File: config.mk
export PLATFORM = sky130hd
export DESIGN_NAME = optical_trap_scheduler_flat
export DESIGN_NICKNAME = d
export VERILOG_FILES = /design/src/rtl/optical_trap_scheduler_if.sv /design/src/rtl/optical_trap_scheduler.sv /design/src/flat_wrapper.sv
export SDC_FILE = /design/constraint.sdc
export NUM_CORES = 1
export LEC_CHECK = 0
export ABC_AREA = 0
export ABC_CLOCK_PERIOD_IN_PS = 3400
export CAP_MARGIN = 10
export CORE_MARGIN = 2
export CORE_UTILIZATION = 58
export CTS_CLUSTER_DIAMETER = 60
export DETAILED_ROUTE_END_ITERATION = 8
export GPL_ROUTABILITY_DRIVEN = 0
export PLACE_DENSITY = 0.87
export SLEW_MARGIN = 20
export SYNTH_ARGS = -nofsm -noshare
export SYNTH_HDL_FRONTEND = slang
export SYNTH_SLANG_ARGS = --single-unit
export TNS_END_PERCENT = 5
File: constraint.sdc
create_clock -name clk_i -period 3.4 [get_ports clk_i]
set_clock_uncertainty 0.1 [all_clocks]
set_input_delay 0.34 -clock clk_i [delete_from_list [all_inputs] [get_ports clk_i]]
set_output_delay 0.34 -clock clk_i [all_outputs]
set_load 0.005 [all_outputs]
File: src/rtl/optical_trap_scheduler_if.sv
// Control, configuration and status bundle between a sequencing host and optical_trap_scheduler.
interface optical_trap_scheduler_if #(
  parameter int PERIOD_WIDTH = 24,
  parameter int HOLD_WIDTH   = 18,
  parameter int COUNT_WIDTH  = 16
);
  logic                    enable_i;
  logic                    mode_i;
  logic                    start_i;
  logic                    abort_i;
  logic                    ext_trig_i;
  logic [PERIOD_WIDTH-1:0] period_cycles_i;
  logic [HOLD_WIDTH-1:0]   holdoff_cycles_i;
  logic [COUNT_WIDTH-1:0]  burst_count_i;
  logic                    trig_o;
  logic                    trap_enable_o;
  logic                    busy_o;
  logic                    done_o;
  logic                    missed_o;
  logic [COUNT_WIDTH-1:0]  pulse_count_o;

  modport master (
    output enable_i, mode_i, start_i, abort_i, ext_trig_i,
           period_cycles_i, holdoff_cycles_i, burst_count_i,
    input  trig_o, trap_enable_o, busy_o, done_o, missed_o, pulse_count_o
  );

  modport slave (
    input  enable_i, mode_i, start_i, abort_i, ext_trig_i,
           period_cycles_i, holdoff_cycles_i, burst_count_i,
    output trig_o, trap_enable_o, busy_o, done_o, missed_o, pulse_count_o
  );
endinterface

File: src/rtl/optical_trap_scheduler.sv
// Trap-release scheduler: external-edge or periodic trigger pulses with burst, holdoff and abort.
// Define OPT_TRAP_SCHED_TRIG_SYNC_EN to put a 2-FF synchronizer on ext_trig_i.
//
// state   | meaning
// IDLE    | waiting for start
// ARMED   | waiting for an ext edge or period tick
// FIRE    | trig_o high, count updated
// HOLDOFF | dead time after a pulse; events here are dropped and flagged
// DONE    | burst complete, done_o high
module optical_trap_scheduler #(
  parameter int PERIOD_WIDTH = 24,
  parameter int HOLD_WIDTH   = 18,
  parameter int COUNT_WIDTH  = 16
) (
  input logic                    clk_i,
  input logic                    rst_ni,
  optical_trap_scheduler_if.slave bus
);

  typedef enum logic [2:0] {
    S_IDLE,
    S_ARMED,
    S_FIRE,
    S_HOLDOFF,
    S_DONE
  } state_t;

  state_t                  state;
  logic [PERIOD_WIDTH-1:0] period_cnt;
  logic [PERIOD_WIDTH-1:0] period_reload;
  logic [HOLD_WIDTH-1:0]   hold_cnt;
  logic [HOLD_WIDTH-1:0]   hold_load;
  logic [COUNT_WIDTH-1:0]  count_inc;
  logic                    mode_q;
  logic                    mode_chg;
  logic                    ext_src;
  logic                    ext_prev;
  logic                    ext_edge;
  logic                    busy_st;
  logic                    tick;
  logic                    event_hit;

`ifdef OPT_TRAP_SCHED_TRIG_SYNC_EN
  logic [1:0] ext_sync;

  always_ff @(posedge clk_i or negedge rst_ni) begin
    if (!rst_ni) ext_sync <= '0;
    else         ext_sync <= {ext_sync[0], bus.ext_trig_i};
  end

  assign ext_src = ext_sync[1];
`else
  assign ext_src = bus.ext_trig_i;
`endif

  assign ext_edge  = ext_src & ~ext_prev;
  assign busy_st   = (state == S_ARMED) || (state == S_FIRE) || (state == S_HOLDOFF);
  assign mode_chg  = (bus.mode_i != mode_q);
  assign tick      = busy_st && mode_q && (period_cnt == '0);
  assign event_hit = mode_q ? tick : ext_edge;

  // Reload of period-1 gives one tick every max(period, 2) cycles.
  assign period_reload = (bus.period_cycles_i < PERIOD_WIDTH'(2)) ? PERIOD_WIDTH'(1)
                         : bus.period_cycles_i - PERIOD_WIDTH'(1);
  assign hold_load     = (bus.holdoff_cycles_i == '0) ? '0
                         : bus.holdoff_cycles_i - HOLD_WIDTH'(1);
  assign count_inc     = (&bus.pulse_count_o) ? bus.pulse_count_o
                         : bus.pulse_count_o + COUNT_WIDTH'(1);

  always_ff @(posedge clk_i or negedge rst_ni) begin
    if (!rst_ni) begin
      ext_prev   <= 1'b0;
      period_cnt <= '0;
    end else begin
      ext_prev <= ext_src;
      if (!busy_st || mode_chg) period_cnt <= '0;
      else if (period_cnt == '0) period_cnt <= period_reload;
      else                       period_cnt <= period_cnt - PERIOD_WIDTH'(1);
    end
  end

  always_ff @(posedge clk_i or negedge rst_ni) begin
    if (!rst_ni) begin
      state             <= S_IDLE;
      hold_cnt          <= '0;
      mode_q            <= 1'b0;
      bus.trig_o        <= 1'b0;
      bus.trap_enable_o <= 1'b0;
      bus.busy_o        <= 1'b0;
      bus.done_o        <= 1'b0;
      bus.missed_o      <= 1'b0;
      bus.pulse_count_o <= '0;
    end else begin
      bus.trap_enable_o <= bus.enable_i;
      mode_q            <= bus.mode_i;
      bus.trig_o        <= 1'b0;
      bus.done_o        <= 1'b0;
      if (((state == S_FIRE) || (state == S_HOLDOFF)) && event_hit)
        bus.missed_o <= 1'b1;

      if (!bus.enable_i || bus.abort_i) begin
        state      <= S_IDLE;
        bus.busy_o <= 1'b0;
      end else begin
        case (state)
          S_IDLE: begin
            if (bus.start_i) begin
              state             <= S_ARMED;
              bus.busy_o        <= 1'b1;
              bus.pulse_count_o <= '0;
              bus.missed_o      <= 1'b0;
            end
          end
          S_ARMED: begin
            if (event_hit) begin
              state             <= S_FIRE;
              bus.trig_o        <= 1'b1;
              bus.pulse_count_o <= count_inc;
            end
          end
          S_FIRE: begin
            if ((bus.burst_count_i != '0) && (bus.pulse_count_o == bus.burst_count_i)) begin
              state       <= S_DONE;
              bus.done_o  <= 1'b1;
              bus.busy_o  <= 1'b0;
            end else begin
              state    <= S_HOLDOFF;
              hold_cnt <= hold_load;
            end
          end
          S_HOLDOFF: begin
            if (hold_cnt == '0) state    <= S_ARMED;
            else                hold_cnt <= hold_cnt - HOLD_WIDTH'(1);
          end
          S_DONE:  state <= S_IDLE;
          default: state <= S_IDLE;
        endcase
      end
    end
  end

endmodule

File: src/flat_wrapper.sv
// flat-port wrapper written by rule: the top's interface ports become plain ports
module optical_trap_scheduler_flat 
#(
  parameter int PERIOD_WIDTH = 24,
  parameter int HOLD_WIDTH   = 18,
  parameter int COUNT_WIDTH  = 16
)
  (clk_i, rst_ni, bus_enable_i, bus_mode_i, bus_start_i, bus_abort_i, bus_ext_trig_i, bus_period_cycles_i, bus_holdoff_cycles_i, bus_burst_count_i, bus_trig_o, bus_trap_enable_o, bus_busy_o, bus_done_o, bus_missed_o, bus_pulse_count_o);
  optical_trap_scheduler_if #(.PERIOD_WIDTH(PERIOD_WIDTH), .HOLD_WIDTH(HOLD_WIDTH), .COUNT_WIDTH(COUNT_WIDTH)) bus_i ();
  input logic clk_i;
  input logic rst_ni;
  input wire logic [$bits(bus_i.enable_i)-1:0] bus_enable_i;
  input wire logic [$bits(bus_i.mode_i)-1:0] bus_mode_i;
  input wire logic [$bits(bus_i.start_i)-1:0] bus_start_i;
  input wire logic [$bits(bus_i.abort_i)-1:0] bus_abort_i;
  input wire logic [$bits(bus_i.ext_trig_i)-1:0] bus_ext_trig_i;
  input wire logic [$bits(bus_i.period_cycles_i)-1:0] bus_period_cycles_i;
  input wire logic [$bits(bus_i.holdoff_cycles_i)-1:0] bus_holdoff_cycles_i;
  input wire logic [$bits(bus_i.burst_count_i)-1:0] bus_burst_count_i;
  output wire logic [$bits(bus_i.trig_o)-1:0] bus_trig_o;
  output wire logic [$bits(bus_i.trap_enable_o)-1:0] bus_trap_enable_o;
  output wire logic [$bits(bus_i.busy_o)-1:0] bus_busy_o;
  output wire logic [$bits(bus_i.done_o)-1:0] bus_done_o;
  output wire logic [$bits(bus_i.missed_o)-1:0] bus_missed_o;
  output wire logic [$bits(bus_i.pulse_count_o)-1:0] bus_pulse_count_o;
  assign bus_i.enable_i = bus_enable_i;
  assign bus_i.mode_i = bus_mode_i;
  assign bus_i.start_i = bus_start_i;
  assign bus_i.abort_i = bus_abort_i;
  assign bus_i.ext_trig_i = bus_ext_trig_i;
  assign bus_i.period_cycles_i = bus_period_cycles_i;
  assign bus_i.holdoff_cycles_i = bus_holdoff_cycles_i;
  assign bus_i.burst_count_i = bus_burst_count_i;
  assign bus_trig_o = bus_i.trig_o;
  assign bus_trap_enable_o = bus_i.trap_enable_o;
  assign bus_busy_o = bus_i.busy_o;
  assign bus_done_o = bus_i.done_o;
  assign bus_missed_o = bus_i.missed_o;
  assign bus_pulse_count_o = bus_i.pulse_count_o;
  optical_trap_scheduler #(.PERIOD_WIDTH(PERIOD_WIDTH), .HOLD_WIDTH(HOLD_WIDTH), .COUNT_WIDTH(COUNT_WIDTH)) u_core (.clk_i(clk_i), .rst_ni(rst_ni), .bus(bus_i));
endmodule
======== After elaboration in Yosys (flattened, before gate mapping) ========
Cells that the tools add are included.
cells by class
  multiplexer cells ....................... 32
  reduce and logical (&&, ||, !) cells .... 24
  bitwise logic cells ..................... 3
  add/subtract/negate cells ............... 5
  eq/ne operators ......................... 14
  magnitude comparators ................... 1
operator list
  kind                                                  number
  two-way mux 24 bit                                    3
  two-way mux 18 bit                                    3
  two-way mux 16 bit                                    3
  subtractor 24 x 1 -> 24 bit (second input constant)   2
  logical NOT 18 bit                                    2
  case mux 18 bit (2 select lines)                      1
  subtractor 18 x 1 -> 18 bit (second input constant)   2
  case mux 16 bit (2 select lines)                      1
  logical NOT 24 bit                                    1
  < comparator 24 x 2 -> 1 bit (second input constant)  1
  adder 16 x 1 -> 16 bit (second input constant)        1
  equality test 16 bit                                  1
  AND reduction 16 bit                                  1
  nonzero test 16 bit                                   1
  two-way mux 3 bit                                     5
  two-way mux 1 bit                                     14
  case mux 3 bit (4 select lines)                       1
  != test 2 bit (second input constant)                 4
  equality test 3 x 2 -> 1 bit (second input constant)  2
  != test 3 x 2 -> 1 bit (second input constant)        2
  != test 3 bit (second input constant)                 2
  AND reduction 3 bit                                   2
  logical OR 1 bit                                      5
  AND reduction 5 bit                                   1
  12 further kinds                                      18
storage, ports and cells
  output and inout port bits .............. 21
  logic and storage cells ................. 90
  flip-flop bits (word level) ............. 68
  bits of input ports ..................... 65

======== Logic depth before layout (Yosys ltp) ========
Gate-level depths: netlist of the first run.
  word-level depth ........................ 11
  depth in mapped cells ................... 10
  depth with buffers taken out ............ 8

======== Worst setup path after synthesis of the first run ========
No wires, ideal clock.
  path kind ............................... register to register
  start ................................... reg u_core.period_cnt[0]
  end ..................................... reg u_core.bus.pulse_count_o[6]
  required time ........................... 3.168 ns
  path buffers ............................ 2
  data arrival time ....................... 2.010 ns
  period minus slack after synthesis ...... 2.242 ns
  library setup time ...................... 0.132 ns
  cell stages (with the launch flop) ...... 11
  slack ................................... 1.158 ns
  path through ............................ dfrtp_1 > inv_1 > ha_1 > nor4b_2 > nand3_2 > o41a_1 > buf_4 > buf_6 > nor3_2 > xnor2_1 > nor2_1
between the ends
  word-level cells in the longest chain between the ends .. 5
ends and longest elaborated chain
  what                                     line                             text
  start, declared                          optical_trap_scheduler.sv:29     logic [PERIOD_WIDTH-1:0] period_cnt;
  start signal, assigned                   optical_trap_scheduler.sv:77     else if (period_cnt == '0) period_cnt <= period_reload;
  start signal, assigned                   optical_trap_scheduler.sv:78     else period_cnt <= period_cnt - PERIOD_WIDTH'(1);
  logical NOT 24 bit                       optical_trap_scheduler.sv:59     assign tick = busy_st && mode_q && (period_cnt == '0);
  logical AND 1 bit                        optical_trap_scheduler.sv:59
  two-way mux 1 bit                        optical_trap_scheduler.sv:60     assign event_hit = mode_q ? tick : ext_edge;
  != test 2 x 1 -> 1 bit (no source line)  --
  AND reduction 5 bit (no source line)     --
  end signal, assigned                     optical_trap_scheduler.sv:118    bus.pulse_count_o <= count_inc;
  end, declared                            optical_trap_scheduler_if.sv:31  output trig_o, trap_enable_o, busy_o, done_o, missed_o, pulse_count_o
No other way between the ends.
A chain may end at the register's enable or synchronous reset.

======== Worst setup path after layout of the first run ========
  start ................................... reg u_core.period_cnt[0]
  end ..................................... reg u_core.bus.pulse_count_o[0]
The elaborated chain is that of the path after synthesis.

==> impl_metrics.py, run 1 <==
metrics = {
    "status": {
        "status": "finished clean",
    },
    "synth": {
        "yosysSeqAreaShare_pct": 34.17,
        "synthAdderAreaFrac_pct": 1.759,
        "syn_avg_cell_area_sq_um": 8.571,
        "synth_top_family_by_area": "simple AND/OR/NAND/NOR gates",
        "synth-simple-area-share_pct": 31.66,
        "synth.net_count": 653,
        "synth_mux_area_share_pct": 1.256,
        "ys.flop_type": "dfrtp_1",
        "netlist_instances": 581,
        "synthArstFlopShare_pct": 100.0,
        "synth_compound_area_share_pct": 15.35,
        "yosys_warnings": 0,
        "ys_types": 64,
        "synth_xor_area_share_pct": 13.02,
        "synth_edf_count": 0,
        "netlist_area_sq_mm": 0.004980,
        "postSynthRegisterBits": 68,
    },
    "placement": {
        "dpl_worst_slack_ns": 0.4775,
        "dpl.hpwl_um": 9708,
        "dp_cells": 760,
        "io_buffers": 85,
    },
    "power": {
        "clkPwrFrac_pct": 24.8,
        "ir_worst_vdd_mv": 0.5859,
        "powerDensity_mw_per_mm2": 547.0,
        "swShare_pct": 38.99,
        "power_switching_mw": 1.321,
        "comb_power_share_pct": 47.1,
        "internal_power_mw": 2.067,
        "power_leakage_nw": 2.584,
        "seqPwrFrac_pct": 28.1,
    },
    "sta": {
        "rsz0062_at_grt": "false",
        "slew_viol_final": 0,
        "setup_ws_ns": 0.5048,
        "slew_headroom_pct": 27.54,
        "hold_viol_final": 0,
        "max_freq_mhz": 345.4,
        "setup_viol": 0,
        "setup-tns-final_ns": 0,
        "period_share_pct": 85.15,
        "finalCriticalPeriod_ns": 2.895,
        "worstMarginPinSlew_ns": 1.087,
        "holdWs_ns": 0.05750,
    },
    "routing": {
        "drc": 0,
        "num_vias": 4967,
        "drt-total-wl_um": 13480,
        "first_iter_violations": 376,
        "vias_per_cell": 6.401,
        "ant_nets": 0,
        "dr.pass1.iters": 5,
        "routedWlPerCell_um": 17.37,
    },
    "grt": {
        "grt_pass1_vias": 4805,
        "groute.usage.overall_pct": 29.04,
        "grt_remaining_overflow": 0,
        "antenna_found_initial": 0,
        "grt_start_max_net_pins": 69,
        "grt_pass1_wl_um": 22920,
    },
    "clocking": {
        "cts-hold-fix-buffers": 0,
        "clk_pin_slew_ns": 0.08,
        "h-tree-depth": 3,
        "clock-root-buffer": "clkbuf_8",
        "cts_buffers": 9,
        "cts_tree": "built",
        "cts_resized": 0,
        "cts.path.max_buffers": 2,
        "clk_latency_ns": 0.36,
        "cts_num_sinks": 68,
        "cts_setup_buffers": 0,
    },
    "die": {
        "die_w_um": 96.66,
        "rows": 33,
        "die_y_um": 96.66,
        "start_util_pct": 60.30,
        "io_pins": 86,
        "dieArea_sq_mm": 0.009343,
        "core_region_area_sq_mm": 0.008258,
    },
    "cells_and_area": {
        "diodes": 0,
        "area_growth_pct": 24.40,
        "utilization_pct": 75.02,
        "drive_above_1_share_pct": 8.495,
        "final_cells": 776,
        "layout.nets": 738,
        "fill_cells": 608,
    },
    "worst_setup_path": {
        "worstSetupStartpointType": "register",
        "worstSetupPathType": "reg2reg",
        "critPathRequiredTime_ns": 3.57,
        "critPathMaxFanout": 19,
        "cp-end-kind": "register",
        "arrival_ns": 3.06,
    },
    "worst_hold_path": {
        "min_path_type": "in2async",
    },
    "run": {
        "max-cap-violations": 0,
    },
}
[final timing paths]
| path | slack (ns) | end | from | cells after the start |
|---|---|---|---|---|
| worst max-delay path | 0.50 | u_core.bus.pulse_count_o[0] | u_core.period_cnt[0] | 8 |
| worst min-delay path | 0.06 | u_core.period_cnt[17] | rst_ni | 2 |
| worst max register to register | 0.50 | u_core.bus.pulse_count_o[0] | u_core.period_cnt[0] | 8 |
| worst min register to register | 0.43 | u_core.hold_cnt[14] | u_core.hold_cnt[14] | 2 |
| max in group asynchronous | 2.56 | u_core.hold_cnt[4] | rst_ni | 2 |
| min in group clk_i | 0.35 | u_core.ext_prev | bus_ext_trig_i | 1 |
[cell usage after synthesis, types with 4 or more instances]
cell | n | area, sq um
inv_1 | 12 | 45.04
ha_1 | 7 | 87.58
nor4_1 | 27 | 168.9
nor2_1 | 79 | 296.5
nor3_2 | 5 | 50.05
nand2_1 | 37 | 138.9
o22ai_1 | 7 | 43.79
xnor2_1 | 32 | 280.3
a22oi_1 | 13 | 97.59
o21ai_1 | 36 | 180.2
nor4_2 | 6 | 75.07
nand2b_1 | 7 | 43.79
xor2_1 | 42 | 367.9
a21oi_1 | 27 | 135.1
clkbuf_1 | 14 | 52.55
nor3_1 | 30 | 150.1
dfrtp_1 | 68 | 1702
o21ai_0 | 7 | 35.03
nand3_1 | 18 | 90.09
and2_1 | 4 | 25.02
nor4b_2 | 6 | 90.09
nor2b_1 | 6 | 37.54
or4_1 | 13 | 97.59
o31ai_1 | 6 | 45.04
nand4_1 | 6 | 37.54
mux2i_1 | 4 | 40.04
or3_1 | 6 | 37.54
nor3b_1 | 6 | 45.04
[stage by stage]
stage | power (mW) | cell area, sq um
2_1_floorplan | 2.120 | 4980
3_3_place_gp | 2.469 | 5944
3_5_place_dp | 2.514 | 5944
4_1_cts | 3.359 | 6195
5_1_grt | 3.605 | 6195
6_report | 3.388 | 6195
[final cells by class]
cell class | instances | area (sq um) | share of cell area [%]
multi-input cells | 481 | 3153 | 50.90
clock buffers | 12 | 155.1 | 2.505
repair buffers | 94 | 913.4 | 14.74
well taps | 105 | 131.4 | 2.121
clock inverters | 4 | 95.09 | 1.535
flip-flops and latches | 68 | 1702 | 27.47
inverters | 12 | 45.04 | 0.7271
[power groups by stage]
| stage | registers (mW) | clock network (mW) | logic (mW) |
|---|---|---|---|
| global route | 0.961 | 0.883 | 1.76 |
| floorplan | 0.945 | 0 | 1.17 |
| finish | 0.952 | 0.842 | 1.59 |
| global placement | 0.959 | 0 | 1.51 |
| detailed placement | 0.964 | 0 | 1.55 |
| CTS | 0.949 | 0.844 | 1.57 |
[cells in the final DEF, fill, tap and decap left out, drive strengths merged, types with 2 or more instances in the layout]
| master | count |
|---|---|
| a21oi | 28 |
| o211ai | 2 |
| a2bb2oi | 2 |
| o31ai | 7 |
| nand3b | 2 |
| xor2 | 42 |
| and2 | 4 |
| o41a | 2 |
| a31oi | 2 |
| nand2b | 7 |
| nor4b | 7 |
| clkbuf | 12 |
| nand4 | 6 |
| nor4 | 36 |
| or4 | 13 |
| nor3b | 6 |
| mux2 | 2 |
| nor2 | 79 |
| or2 | 3 |
| and4 | 2 |
| and3 | 3 |
| buf | 10 |
| bufinv | 3 |
| or3 | 6 |
| xnor2 | 32 |
| o32a | 2 |
| o21ai | 43 |
| o22ai | 7 |
| nand3 | 19 |
| a22oi | 13 |
| dfrtp | 68 |
| nand2 | 37 |
| mux2i | 4 |
| inv | 12 |
| nor3 | 36 |
| clkdlybuf4s50 | 84 |
| nor2b | 6 |
| ha | 7 |
[critical path, stage by stage, from the launching register on]
cell and delay, ns:
dfrtp_1 0.43, inv_1 0.11, ha_1 0.15, nor4b_2 0.28
nand3_2 0.15, o41a_1 0.82, nor3_2 0.44, nand2_1 0.12
o22ai_1 0.19
[metal layers]
| layer | part of all wire [%] | vias to the layer above | global-route usage, % | wire length (um) |
|---|---|---|---|---|
| met5 | 0 | - | 0 | 0 |
| met4 | 2.0 | 0 | 9.859 | 274 |
| met3 | 7.6 | 31 | 4.263 | 1029 |
| met2 | 48 | 235 | 47.33 | 6497 |
| met1 | 42 | 2397 | 39.84 | 5674 |
| li1 | - | 2304 | - | - |
[cells by family after synthesis]
kind of cell	after synthesis
xor gates and xnor gates	74
AOI/OAI and AO/OA	120
muxes	6
and+or+nand+nor	274
buffers and inverters	32
adders and majority gates	7
DFF	68
[sequential cells by signal, summed over array words and instances, names as in the netlist]
| register | cells |
|---|---|
| u_core.bus.trap_enable_o | 1 |
| u_core.bus.done_o | 1 |
| u_core.hold_cnt | 18 |
| u_core.bus.pulse_count_o | 16 |
| u_core.ext_prev | 1 |
| u_core.bus.busy_o | 1 |
| u_core.state | 3 |
| u_core.period_cnt | 24 |
| u_core.bus.trig_o | 1 |
| u_core.bus.missed_o | 1 |
| u_core.mode_q | 1 |
Power figures use the tool's default switching activity.
==> run 2: changes to the inputs <==
- CORE_UTILIZATION: 58 -> 45
- PLACE_DENSITY: 0.87 -> 0.71
==> run 2 against run 1 <==
  * Critical endpoint is now u_core.bus.pulse_count_o[5]
  * Critical path type unchanged
  * Sequential power is essentially flat
  * First-iteration DRC count fell by 7.7%
  * Combinational power is 3% higher
  * Sequential cell count did not move
  * Global-route usage fell by 5.8 points
  * Routed wire length fell by 0.68%
  * Largest power group unchanged
  * Via count decreased by 4.1%
  * Largest cell class unchanged
  * Clock power decreased by 8.9%
  * Non-clock buffer count is 4 higher
  * Final cell count up 4.9%
  * Hold slack got worse by 0.038 ns
==> impl_metrics.py, run 2 (synthesis results as in run 1) <==
metrics = {
    "status": {
        "status": "finished clean",
    },
    "sta": {
        "period_share_pct": 83.06,
        "max_freq_mhz": 354.1,
        "worstMarginPinSlew_ns": 1.081,
        "setup_viol": 0,
        "hold_viol_final": 0,
        "slew_headroom_pct": 27.94,
        "finalCriticalPeriod_ns": 2.824,
        "setup-tns-final_ns": 0,
        "rsz0062_at_grt": "false",
        "slew_viol_final": 0,
    },
    "worst_setup_path": {
        "crit_slowest_cell": "o41a_1",
        "worstSetupPathType": "reg2reg",
        "worstPathCellList": "inv_1, ha_1, nor4b_2, nand3_2, o41a_1, nor4_2, xnor2_1, nor2_1",
        "cpPeakStageDelay_ns": 0.82,
        "worstSetupStartpointType": "register",
        "critPathMaxFanout": 19,
        "cp-end-kind": "register",
        "critPathBufInv": 1,
        "cpLargestDelayFamily": "simple AND/OR/NAND/NOR gates",
        "arrival_ns": 2.94,
        "critPathRequiredTime_ns": 3.52,
    },
    "clocking": {
        "cts-hold-fix-buffers": 0,
        "clk_pin_slew_ns": 0.07,
        "clock-root-buffer": "clkbuf_8",
        "cts_buffers": 9,
        "cts_resized": 0,
        "cts.path.max_buffers": 2,
        "cts_setup_buffers": 0,
        "cts_num_sinks": 68,
        "clk_latency_ns": 0.35,
        "cts_tree": "built",
        "h-tree-depth": 3,
    },
    "placement": {
        "dpl.hpwl_um": 9889,
        "io_buffers": 85,
        "dp_cells": 799,
    },
    "routing": {
        "num_vias": 4762,
        "vias_per_cell": 5.850,
        "first_iter_violations": 347,
        "dr.pass1.iters": 4,
        "drt-total-wl_um": 13390,
        "ant_nets": 0,
        "drc": 0,
        "routedWlPerCell_um": 16.44,
    },
    "cells_and_area": {
        "layout.nets": 742,
        "drive_above_1_share_pct": 9.050,
        "area_growth_pct": 25.35,
        "final_cell_mix": "clkdlybuf4s50_1 (84), nor2_1 (79), dfrtp_1 (68)",
        "final_cells": 814,
        "largest_register": "u_core.period_cnt",
        "largest_reg_flops": 24,
        "final_common_cell": "clkdlybuf4s50_1",
        "diodes": 0,
        "top_regs": "u_core.period_cnt: 24 flops, u_core.hold_cnt: 18 flops, u_core.bus.pulse_count_o: 16 flops",
        "utilization_pct": 57.58,
    },
    "run": {
        "max-cap-violations": 0,
    },
    "die": {
        "start_util_pct": 45.94,
        "core_region_area_sq_mm": 0.01084,
        "dieArea_sq_mm": 0.01192,
        "die_w_um": 109.2,
        "die_y_um": 109.2,
        "io_pins": 86,
        "rows": 38,
    },
    "worst_hold_path": {
        "min_path_type": "in2async",
    },
    "power": {
        "power_leakage_nw": 2.587,
        "ir_worst_vdd_mv": 0.3110,
        "powerDensity_mw_per_mm2": 535.3,
        "total_power_mw": 3.341,
    },
    "grt": {
        "grt_pass1_vias": 4522,
        "grt_remaining_overflow": 0,
        "antenna_found_initial": 0,
        "grt_pass1_wl_um": 21890,
        "grt_start_max_net_pins": 39,
        "groute.usage.overall_pct": 23.26,
    },
}
==> run 2: final timing paths <==
| path | startpoint | endpoint | slack, ns | cells past startpoint |
|---|---|---|---|---|
| worst max-delay path | u_core.period_cnt[0] | u_core.bus.pulse_count_o[5] | 0.58 | 8 |
| worst min-delay path | rst_ni | u_core.period_cnt[23] | 0.02 | 1 |
| worst max register to register | u_core.period_cnt[0] | u_core.bus.pulse_count_o[5] | 0.58 | 8 |
| worst min register to register | u_core.hold_cnt[14] | u_core.hold_cnt[14] | 0.40 | 2 |
| max in group asynchronous | rst_ni | u_core.period_cnt[22] | 2.41 | 2 |
| min in group clk_i | bus_ext_trig_i | u_core.ext_prev | 0.36 | 1 |
==> run 2: stage by stage <==
| stage | hold slack, ns | instance area [sq um] | setup slack (ns) |
|---|---|---|---|
| after CTS | 0.03922 | 6242 | 0.5631 |
| after detailed placement | 0.3880 | 6018 | 0.5294 |
| after global routing | 0.07717 | 6242 | 0.3779 |
| after floorplan | -0.05559 | 4980 | 1.158 |
| after global placement | 0.3756 | 6018 | 0.6228 |
| final | 0.01932 | 6242 | 0.5758 |
==> run 2: per-layer routing <==
layer / up-vias / part of all wire (%) / track usage [%]
met5: - / 0 / 0
met4: 0 / 1.5 / 7.143
met3: 18 / 5.4 / 3.706
met2: 139 / 47 / 37.44
met1: 2291 / 46 / 32.24
li1: 2314 / - / -
==> run 2: cell type report <==
| class | count | area (sq um) |
|---|---|---|
| flip-flops and latches | 68 | 1702 |
| well taps | 140 | 175.2 |
| clock inverters | 4 | 72.57 |
| repair buffers | 98 | 943.4 |
| inverters | 12 | 45.04 |
| multi-input cells | 481 | 3153 |
| clock buffers | 11 | 151.4 |
| fillers | 985 | 4598 |
==> run 2: worst reg2reg max path: stages, from the launching register on <==
cell and delay (ns):
dfrtp_1 0.42, inv_1 0.10, ha_1 0.15, nor4b_2 0.27, nand3_2 0.17, o41a_1 0.82, nor4_2 0.46, xnor2_1 0.15
nor2_1 0.05
==> run 2: power breakdown <==
| group | internal [mW] | switching, mW |
|---|---|---|
| clock network | 0.448 | 0.319 |
| logic | 0.700 | 0.925 |
| registers | 0.869 | 0.0805 |
